$ cat src/rtl/fan_pwm_sequencer.sv
// Fan PWM sequencer: Avalon-MM registers, kick/ramp spin-up FSM, prescaled 8-bit PWM, tach window counter.
// Optional macro FAN_TACH_STALL_EN adds the STALL state driven by an empty tach window.
//
// state | meaning
// OFF   | fan unpowered, duty 0
// KICK  | fan powered, full drive for KICK_PERIODS PWM periods
// RAMP  | duty steps by 1 per period toward target
// RUN   | duty holds at target
// STALL | tach window empty while driven; fan off until enable=0 (FAN_TACH_STALL_EN only)
module fan_pwm_sequencer #(
  parameter int KICK_PERIODS = 16,
  parameter int TACH_WINDOW  = 64
) (
  input  logic        clk,
  input  logic        reset_n,
  input  logic [1:0]  address,
  input  logic        chipselect,
  input  logic        write_n,
  input  logic [31:0] writedata,
  output logic [31:0] readdata,
  input  logic        tach_in,
  output logic        pwm_out,
  output logic        fan_en
);

  localparam int KICK_W = (KICK_PERIODS > 1) ? $clog2(KICK_PERIODS) : 1;
  localparam int WIN_W  = (TACH_WINDOW > 1) ? $clog2(TACH_WINDOW) : 1;
  localparam logic [KICK_W-1:0] KICK_LAST = KICK_W'(KICK_PERIODS - 1);
  localparam logic [WIN_W-1:0]  WIN_LAST  = WIN_W'(TACH_WINDOW - 1);

  typedef enum logic [2:0] {
    S_OFF  = 3'd0,
    S_KICK = 3'd1,
    S_RAMP = 3'd2,
`ifdef FAN_TACH_STALL_EN
    S_RUN  = 3'd3,
    S_STALL = 3'd4
`else
    S_RUN  = 3'd3
`endif
  } state_t;

  logic              ctrl_en_q;
  logic [7:0]        target_q;
  logic [15:0]       presc_pend_q;
  logic [15:0]       presc_act_q;
  logic [15:0]       presc_cnt_q;
  logic [7:0]        pwm_cnt_q;
  logic              tach_meta_q;
  logic              tach_sync_q;
  logic              tach_prev_q;
  logic [15:0]       tach_cnt_q;
  logic [15:0]       tach_q;
  logic [WIN_W-1:0]  win_cnt_q;
  state_t            state_q;
  logic [7:0]        cur_duty_q;
  logic [KICK_W-1:0] kick_cnt_q;
  logic              fan_en_q;
  logic              pwm_out_q;
  logic              pwm_out_d;
  logic [31:0]       readdata_q;
  logic [31:0]       readdata_d;

  logic       wr_en;
  logic       ctrl_wr;
  logic       presc_wr;
  logic       en_eff;
  logic [7:0] target_eff;
  logic       tick;
  logic       period_end;
  logic       tach_rise;
  logic       tach_latch;
  logic [7:0] duty_step;
  logic       stall_bit;
  logic       unused_wdata;

  assign wr_en    = chipselect & ~write_n;
  assign ctrl_wr  = wr_en && (address == 2'd0);
  assign presc_wr = wr_en && (address == 2'd1);
  assign unused_wdata = &writedata[31:16];

  // A CTRL write is seen by the FSM on the same edge it lands in the register.
  assign en_eff     = ctrl_wr ? writedata[0]    : ctrl_en_q;
  assign target_eff = ctrl_wr ? writedata[15:8] : target_q;

  always_ff @(posedge clk or negedge reset_n) begin
    if (!reset_n) begin
      ctrl_en_q    <= 1'b1;
      target_q     <= 8'h80;
      presc_pend_q <= '0;
    end else begin
      if (ctrl_wr) begin
        ctrl_en_q <= writedata[0];
        target_q  <= writedata[15:8];
      end
      if (presc_wr) begin
        presc_pend_q <= writedata[15:0];
      end
    end
  end

  assign tick       = (presc_cnt_q == 16'd0);
  assign period_end = tick && (pwm_cnt_q == 8'hFF);

  // Prescale down-counter; the written PRESC is adopted only at a period end.
  always_ff @(posedge clk or negedge reset_n) begin
    if (!reset_n) begin
      presc_cnt_q <= '0;
      presc_act_q <= '0;
      pwm_cnt_q   <= '0;
    end else if (tick) begin
      pwm_cnt_q <= pwm_cnt_q + 8'd1;
      if (pwm_cnt_q == 8'hFF) begin
        presc_act_q <= presc_pend_q;
        presc_cnt_q <= presc_pend_q;
      end else begin
        presc_cnt_q <= presc_act_q;
      end
    end else begin
      presc_cnt_q <= presc_cnt_q - 16'd1;
    end
  end

  assign tach_rise  = tach_sync_q & ~tach_prev_q;
  assign tach_latch = period_end && (win_cnt_q == WIN_LAST);

  always_ff @(posedge clk or negedge reset_n) begin
    if (!reset_n) begin
      tach_meta_q <= 1'b0;
      tach_sync_q <= 1'b0;
      tach_prev_q <= 1'b0;
      tach_cnt_q  <= '0;
      tach_q      <= '0;
      win_cnt_q   <= '0;
    end else begin
      tach_meta_q <= tach_in;
      tach_sync_q <= tach_meta_q;
      tach_prev_q <= tach_sync_q;
      if (period_end) begin
        win_cnt_q <= (win_cnt_q == WIN_LAST) ? '0 : win_cnt_q + WIN_W'(1);
      end
      if (tach_latch) begin
        tach_q     <= tach_cnt_q;
        tach_cnt_q <= tach_rise ? 16'd1 : 16'd0;
      end else if (tach_rise && (tach_cnt_q != 16'hFFFF)) begin
        tach_cnt_q <= tach_cnt_q + 16'd1;
      end
    end
  end

  assign duty_step = (cur_duty_q < target_eff) ? cur_duty_q + 8'd1 : cur_duty_q - 8'd1;

`ifdef FAN_TACH_STALL_EN
  logic stall_q;
  logic stall_hit;
  logic stall_clr;

  assign stall_hit = tach_latch && (tach_cnt_q == 16'd0) && (cur_duty_q != 8'd0);
  assign stall_clr = wr_en && (address == 2'd3) && writedata[8];
  assign stall_bit = stall_q;

  always_ff @(posedge clk or negedge reset_n) begin
    if (!reset_n) begin
      stall_q <= 1'b0;
    end else if (en_eff && (state_q == S_RUN) && stall_hit) begin
      stall_q <= 1'b1;
    end else if (stall_clr) begin
      stall_q <= 1'b0;
    end
  end
`else
  assign stall_bit = 1'b0;
`endif

  // KICK drives solidly high; elsewhere the duty compare applies (duty is 0 in OFF/STALL).
  assign pwm_out_d = en_eff && ((state_q == S_KICK) || (pwm_cnt_q < cur_duty_q));

  always_ff @(posedge clk or negedge reset_n) begin
    if (!reset_n) begin
      state_q    <= S_OFF;
      cur_duty_q <= '0;
      kick_cnt_q <= '0;
      fan_en_q   <= 1'b0;
      pwm_out_q  <= 1'b0;
    end else begin
      pwm_out_q <= pwm_out_d;
      if (!en_eff) begin
        state_q    <= S_OFF;
        cur_duty_q <= '0;
        fan_en_q   <= 1'b0;
      end else begin
        case (state_q)
          S_OFF: begin
            state_q    <= S_KICK;
            cur_duty_q <= 8'hFF;
            fan_en_q   <= 1'b1;
            kick_cnt_q <= KICK_LAST;
          end
          S_KICK: begin
            if (period_end) begin
              if (kick_cnt_q == '0) begin
                state_q <= S_RAMP;
              end else begin
                kick_cnt_q <= kick_cnt_q - KICK_W'(1);
              end
            end
          end
          S_RAMP: begin
            if (period_end) begin
              if (cur_duty_q == target_eff) begin
                state_q <= S_RUN;
              end else begin
                cur_duty_q <= duty_step;
                if (duty_step == target_eff) begin
                  state_q <= S_RUN;
                end
              end
            end
          end
          S_RUN: begin
`ifdef FAN_TACH_STALL_EN
            if (stall_hit) begin
              state_q    <= S_STALL;
              cur_duty_q <= '0;
              fan_en_q   <= 1'b0;
            end else if (period_end && (target_eff != cur_duty_q)) begin
              state_q <= S_RAMP;
            end
`else
            if (period_end && (target_eff != cur_duty_q)) begin
              state_q <= S_RAMP;
            end
`endif
          end
`ifdef FAN_TACH_STALL_EN
          S_STALL: begin
            cur_duty_q <= '0;
            fan_en_q   <= 1'b0;
          end
`endif
          default: begin
            state_q    <= S_OFF;
            cur_duty_q <= '0;
            fan_en_q   <= 1'b0;
          end
        endcase
      end
    end
  end

  always_comb begin
    readdata_d = '0;
    case (address)
      2'd0: begin
        readdata_d[0]    = ctrl_en_q;
        readdata_d[15:8] = target_q;
      end
      2'd1: readdata_d[15:0] = presc_pend_q;
      2'd2: readdata_d[15:0] = tach_q;
      default: begin
        readdata_d[7:0]  = cur_duty_q;
        readdata_d[8]    = stall_bit;
        readdata_d[11:9] = state_q;
      end
    endcase
  end

  always_ff @(posedge clk or negedge reset_n) begin
    if (!reset_n) begin
      readdata_q <= '0;
    end else begin
      readdata_q <= readdata_d;
    end
  end

  assign readdata = readdata_q;
  assign pwm_out  = pwm_out_q;
  assign fan_en   = fan_en_q;

endmodule

$ cat config.mk
export PLATFORM = sky130hd
export DESIGN_NAME = fan_pwm_sequencer
export DESIGN_NICKNAME = d
export VERILOG_FILES = /design/src/rtl/fan_pwm_sequencer.sv
export SDC_FILE = /design/constraint.sdc
export NUM_CORES = 1
export LEC_CHECK = 0
export ABC_AREA = 1
export BUFFER_PORTS_ARGS = -buffer_cell sky130_fd_sc_hd__buf_4
export CAP_MARGIN = 20
export CORE_ASPECT_RATIO = 0.9
export CORE_MARGIN = 1.5
export CORE_UTILIZATION = 55
export CTS_BUF_LIST = sky130_fd_sc_hd__clkbuf_4
export DETAILED_ROUTE_END_ITERATION = 6
export GPL_TIMING_DRIVEN = 0
export PLACE_DENSITY = 0.82
export SETUP_SLACK_MARGIN = 0.15
export SLEW_MARGIN = 25
export SYNTH_ARGS = -nofsm -noshare
export SYNTH_HDL_FRONTEND = slang
export SYNTH_SLANG_ARGS = --single-unit
$ cat constraint.sdc
create_clock -name clk -period 2.9 [get_ports clk]
set_clock_uncertainty 0.05 [all_clocks]
set_input_delay 0.435 -clock clk [delete_from_list [all_inputs] [get_ports clk]]
set_output_delay 0.435 -clock clk [all_outputs]
set_load 0.1 [all_outputs]
Yosys cells after proc, flatten, opt, wreduce, memory -nomap -nowiden
Index checks and enable logic that the tools add are counted.

cells by class
  add/subtract/negate cells = 7
  $lt $le $gt $ge = 2
  equal/unequal tests = 21
  multiplexer cells = 30
  bitwise operators = 4
  reductions and logical operators = 19

operator list
  kind                                                number
  two-way mux 16 bit                                  4
  two-way mux 8 bit                                   5
  case mux 4 bit (3 select lines)                     2
  case mux 8 bit (3 select lines)                     1
  two-way mux 3 bit                                   7
  case mux 7 bit (3 select lines)                     1
  adder 16 x 1 -> 16 bit, second input constant       1
  adder 8 x 1 -> 8 bit, second input constant         2
  == test 8 bit                                       2
  zero test 16 bit                                    1
  less-than comparator 8 bit                          2
  != test 16 bit, second input constant               1
  subtractor 16 x 1 -> 16 bit, second input constant  1
  != test 3 bit, second input constant                4
  case mux 3 bit (4 select lines)                     1
  == test 8 bit, second input constant                1
  two-way mux 4 bit                                   2
  != test 2 bit, second input constant                4
  != test 8 bit                                       1
  case mux 4 bit (2 select lines)                     1
  subtractor 8 x 1 -> 8 bit, second input constant    1
  logical AND 1 bit                                   7
  adder 6 x 1 -> 6 bit, second input constant         1
  == test 3 x 2 -> 1 bit, second input constant       2
  23 further kinds                                    28

word-level totals
  bits in registers = 139
  input bits = 39
  output and inout port bits = 34
  word-level logic and storage cells = 101

Depth between registers and ports, before layout
  word-level depth = 12
  depth in mapped cells = 33
  depth with buffers taken out = 32

Worst setup path after synthesis
Ideal clock, no wire load.

  kind = in2reg
  start = input chipselect
  end = register state_q[0]
  setup time = 0.117 ns
  arrival time = 3.587 ns
  required time = 2.733 ns
  path slack = -0.854 ns
  cell stages on the path = 27
  buffers on the path = 1
  cell sequence = inv_1 nor2_2 nand2_2 buf_2 o21ai_0 inv_1 ha_1 a21o_1 a221oi_1 nand2_2 ha_1 a21oi_1 nand2_1 nand2_1 nand2_1 nand2_1 nand2_1 nand2_1 nand2_1 nand2_1 o211ai_1 nor2_1 nand3_1 nand2_1 nand2_1 nand2_1 nand2_1

between the ends
  cells in the longest elaborated chain, start to end = 8
  elaborated cells on any way between the ends = 20
  classes of those cells = order compare (1); eq/ne (8); mux (7); bitwise (1); reduce/logical (3)

ends and longest elaborated chain
  what                                                                                      RTL line  text
  start, declared                                                                           17        input logic chipselect,
  bitwise AND 1 bit *                                                                       77        assign wr_en = chipselect & ~write_n;
  logical AND 1 bit *                                                                       78        assign ctrl_wr = wr_en && (address == 2'd0);
  two-way mux 8 bit *                                                                       -
  named net target_eff[5]                                                                   68        logic [7:0] target_eff;
  less-than comparator 8 bit / == test 8 bit (equally long branches)                        151, 210
  two-way mux 8 bit / two-way mux 3 bit (equally long branches)                             151, 210
  == test 8 bit / two-way mux 3 bit (equally long branches)                                 214, 209
  != test 4 bit (no source line) / case mux 3 bit (4 select lines) (equally long branches)  -
  AND reduction 5 bit (no source line) / two-way mux 3 bit (equally long branches)          -
  end signal, assigned                                                                      211       state_q <= S_RUN;
  end signal, assigned                                                                      215       state_q <= S_RUN;
  end signal, assigned                                                                      231       state_q <= S_RAMP;
  end, declared                                                                             55        state_t state_q;

Mark *: on every way through the listed nets, which the timed path passes. The rest lies on a longest branch. The select of a mux whose other input is x is not followed.
A chain may end at the register's enable or synchronous reset.

Worst setup path after layout
  start = input address[1]
  end = register state_q[0]

between the ends
  cells in the longest elaborated chain, start to end = 8
  elaborated cells on any way between the ends = 20
  classes of those cells = order compare (1); eq/ne (8); mux (7); reduce/logical (4)

ends and longest elaborated chain
  what                                                                                      RTL line  text
  start, declared                                                                           16        input logic [1:0] address,
  zero test 2 bit *                                                                         78
  logical AND 1 bit *                                                                       78
  two-way mux 8 bit *                                                                       -
  named net target_eff[5]                                                                   68
  less-than comparator 8 bit / == test 8 bit (equally long branches)                        151, 210
  two-way mux 8 bit / two-way mux 3 bit (equally long branches)                             151, 210
  == test 8 bit / two-way mux 3 bit (equally long branches)                                 214, 209
  != test 4 bit (no source line) / case mux 3 bit (4 select lines) (equally long branches)  -
  AND reduction 5 bit (no source line) / two-way mux 3 bit (equally long branches)          -

Marks and branches as above.

==> flow_metrics.tcl <==
set metrics [dict create \
    crit_arrival_ns 3.79 \
    postSynthAreaPerCell_um2 8.59 \
    post-route-util_pct 66.7 \
    worstRegToRegCells 21 \
    hold_viol 0 \
    synth_area_mm2 0.00711 \
    htreeDepth 4 \
    ir_drop_v 0.000594 \
    grt_pass1_wl_um 27400 \
    yosysSeqAreaShare_pct 48.6 \
    fin_crit_sh_pct 118 \
    total_power_mw 7.10 \
    setup_viol 4 \
    drt_iter0_markers 492 \
    holdPathEnd "presc_pend_q[7]$_DFFE_PN0P_" \
    dr.pass1.iters 6 \
    num_io_pins 73 \
    yosys-top-cells-count "nand2_1 (194), dfrtp_1 (136), inv_1 (118)" \
    violations "setup timing" \
    grt-ovfl-total 0 \
    synth_seq_cells 138 \
    antenna_left 0 \
    path_max_fanout 10 \
    drc_errors 0 \
    grt_pass1_vias 5543 \
    track_usage_pct 26.0 \
    synth_cell_type_count 50 \
    worst_pin_slew_ns 0.564 \
    startpoint_type "input pin" \
    cp-end-kind "register" \
    synthArstFlopShare_pct 100 \
    hp-class "in2reg" \
    core_mm2 0.0126 \
    power_leakage_nw 4.35 \
    grt_max_degree 93 \
    status "finished with violations" \
    cts_tree "built" \
    synth_area_leader_cell "dfrtp_1" \
    synthTopCellsByArea "dfrtp_1 (48%), nand2_1 (10%), inv_1 (6.2%)" \
    nFillCells 988 \
    io_buffer_count 40 \
    cts.sinks 138 \
    reg2reg_from "target_q[7]$_DFF_PN1_" \
    layout_setup_ws_ns -0.510 \
    die-area_mm2 0.0136 \
    yosysWarningCount 0 \
    insertion_delay_ns 0.54 \
    r2r_slack_ns -0.49 \
    slew_headroom_pct 62.3 \
    start_util_pct 56.3 \
    hold_start "writedata[7]" \
    ys.flop_type "dfrtp_1" \
    r2r_end "state_q[0]$_DFFE_PN0P_" \
    slew_viol_final 0 \
    maxCapViolCount 0 \
    clock-root-buffer "clkbuf_4" \
    finalSetupTns_ns -1.21 \
    min_path_cells 2 \
    synthCells 828 \
    ctsLongestPathBuffers 2 \
    gp_congestion 0.891 \
    fmax_mhz 293 \
    antenna_found_initial 0 \
    required_ns 3.28 \
    syn_to_final_growth_pct 18.4 \
    synth_edf_count 0 \
    wl_um 17000 \
    crit_type "in2reg" \
    startpoint "address[1]" \
    diodes 0 \
    post_drt_wl_per_cell_um 15.5 \
    yosysTopAreaCellShare_pct 47.8 \
    drive_gt1_share_pct 21.2 \
    fp-row-count 39 \
    period_needed_ns 3.41 \
    yosysMostFrequentCell "nand2_1" \
    die_h_um 111 \
    pre_cts_slack_ns -1.25 \
    whs_ns 0.0810 \
    nets 984 \
    hpwl_um 12000 \
    viasPerCell 5.42 \
    dr_total_vias 5950 \
    path_clk_slew_ns 0.11 \
    cts_made_buffers 17 \
    power_density_mw_per_mm2 842 \
    die_width_um 123 \
    rsz0062_at_grt "yes" \
]
[cell families after synthesis]
| kind of cell | Yosys count | synth area share, % |
|---|---|---|
| AO/OA/AOI/OAI | 147 | 12.1 |
| buffers and inverters | 152 | 8.99 |
| other | 1 | 0.0527 |
| multiplexers | 14 | 2.20 |
| XOR/XNOR | 26 | 3.20 |
| flip-flops | 138 | 48.6 |
| AND/OR/NAND/NOR | 325 | 20.4 |
| adder cells (fa/ha/maj) | 25 | 4.50 |
[critical path, cell delays in order]
cell      delay (ns)
buf_4           0.14
nor2_4          0.14
nand2_4         0.09
buf_6           0.16
o21ai_4         0.17
inv_1           0.09
ha_4            0.22
a21o_1          0.21
a221oi_4        0.34
nand2_8         0.12
buf_4           0.17
ha_4            0.28
nand2_1         0.06
inv_2           0.08
nand3_2         0.08
o21ai_2         0.16
xor2_2          0.20
o211ai_1        0.12
nor2_1          0.15
nand3_2         0.12
nand2_2         0.09
nand2_1         0.05
nand2_1         0.05
nand2_1         0.05
[placed cells by master (no fill, tap or decap), types with 10 or more instances in the layout]
cell,netlist,final
a21oi_1,20,18
buf_4,16,68
clkbuf_1,14,14
clkbuf_4,0,18
conb_1,1,16
dfrtp_1,136,136
ha_1,24,18
inv_1,118,111
mux2_2,13,13
nand2_1,194,179
nand2_2,3,15
nand3_1,40,32
nor2_1,47,45
nor3_1,10,10
o211ai_1,24,24
o21ai_0,75,63
o21ai_1,9,15
xor2_1,18,16
[registers in the layout, summed over array words and instances, names as in the netlist, 16 cells and up]
register	flops
presc_act_q	16
presc_cnt_q	16
presc_pend_q	16
readdata	16
tach_cnt_q	16
tach_q	16
[metrics by stage]
stage,instance area (µm²),instances
after detailed placement,7820,1048
after global routing,8420,1097
after floorplan,7280,843
final,8420,1097
after global placement,7780,1047
after CTS,8230,1090
[how the worst max path moves through the flow]
| stage | to | slack [ns] | depth (start not counted) |
|---|---|---|---|
| 6_report | state_q[0]$_DFFE_PN0P_ | -0.51 | 24 |
| 5_1_grt | state_q[0]$_DFFE_PN0P_ | -0.65 | 22 |
| 4_1_cts | state_q[0]$_DFFE_PN0P_ | -0.46 | 22 |
| 3_5_place_dp | state_q[0]$_DFFE_PN0P_ | -1.25 | 24 |
| 3_3_place_gp | state_q[0]$_DFFE_PN0P_ | -1.21 | 24 |
| 2_1_floorplan | state_q[0]$_DFFE_PN0P_ | -0.56 | 23 |
[routing by layer]
layer | routed length, µm | global-route usage (%)
met5 | 0 | 0
met2 | 7920 | 39.2
met1 | 7480 | 36.7
met3 | 1210 | 6.64
met4 | 387 | 8.45
[final cells by class]
class	instances	area, µm²	share of cell area (%)
repair buffers	58	475	5.64
clock buffers	18	135	1.60
inverters	120	458	5.44
clock inverters	14	130	1.54
well taps	164	205	2.44
flip-flops and latches	138	3460	41.0
multi-input cells	553	3370	40.0
plain buffers	32	195	2.32
[report_power, final]
part | switching (mW) | internal (mW) | leakage, nW
combinational | 2.19 | 1.29 | 2.41
clock | 0.702 | 0.507 | 0.137
sequential | 0.219 | 2.19 | 1.80
total | 3.11 | 3.98 | 4.35
[what timing repair did]
item / 4_1_cts / 5_1_grt
pin swaps: 22 / 18
hold endpoints to repair: 47 / 0
hold buffers: 2 / 0
gates cloned: 0 / 0
setup buffers: 8 / 7
endpoints found under the setup margin: 7 / 10
resized for setup: 19 / 37
Power figures use the tool's default switching activity.
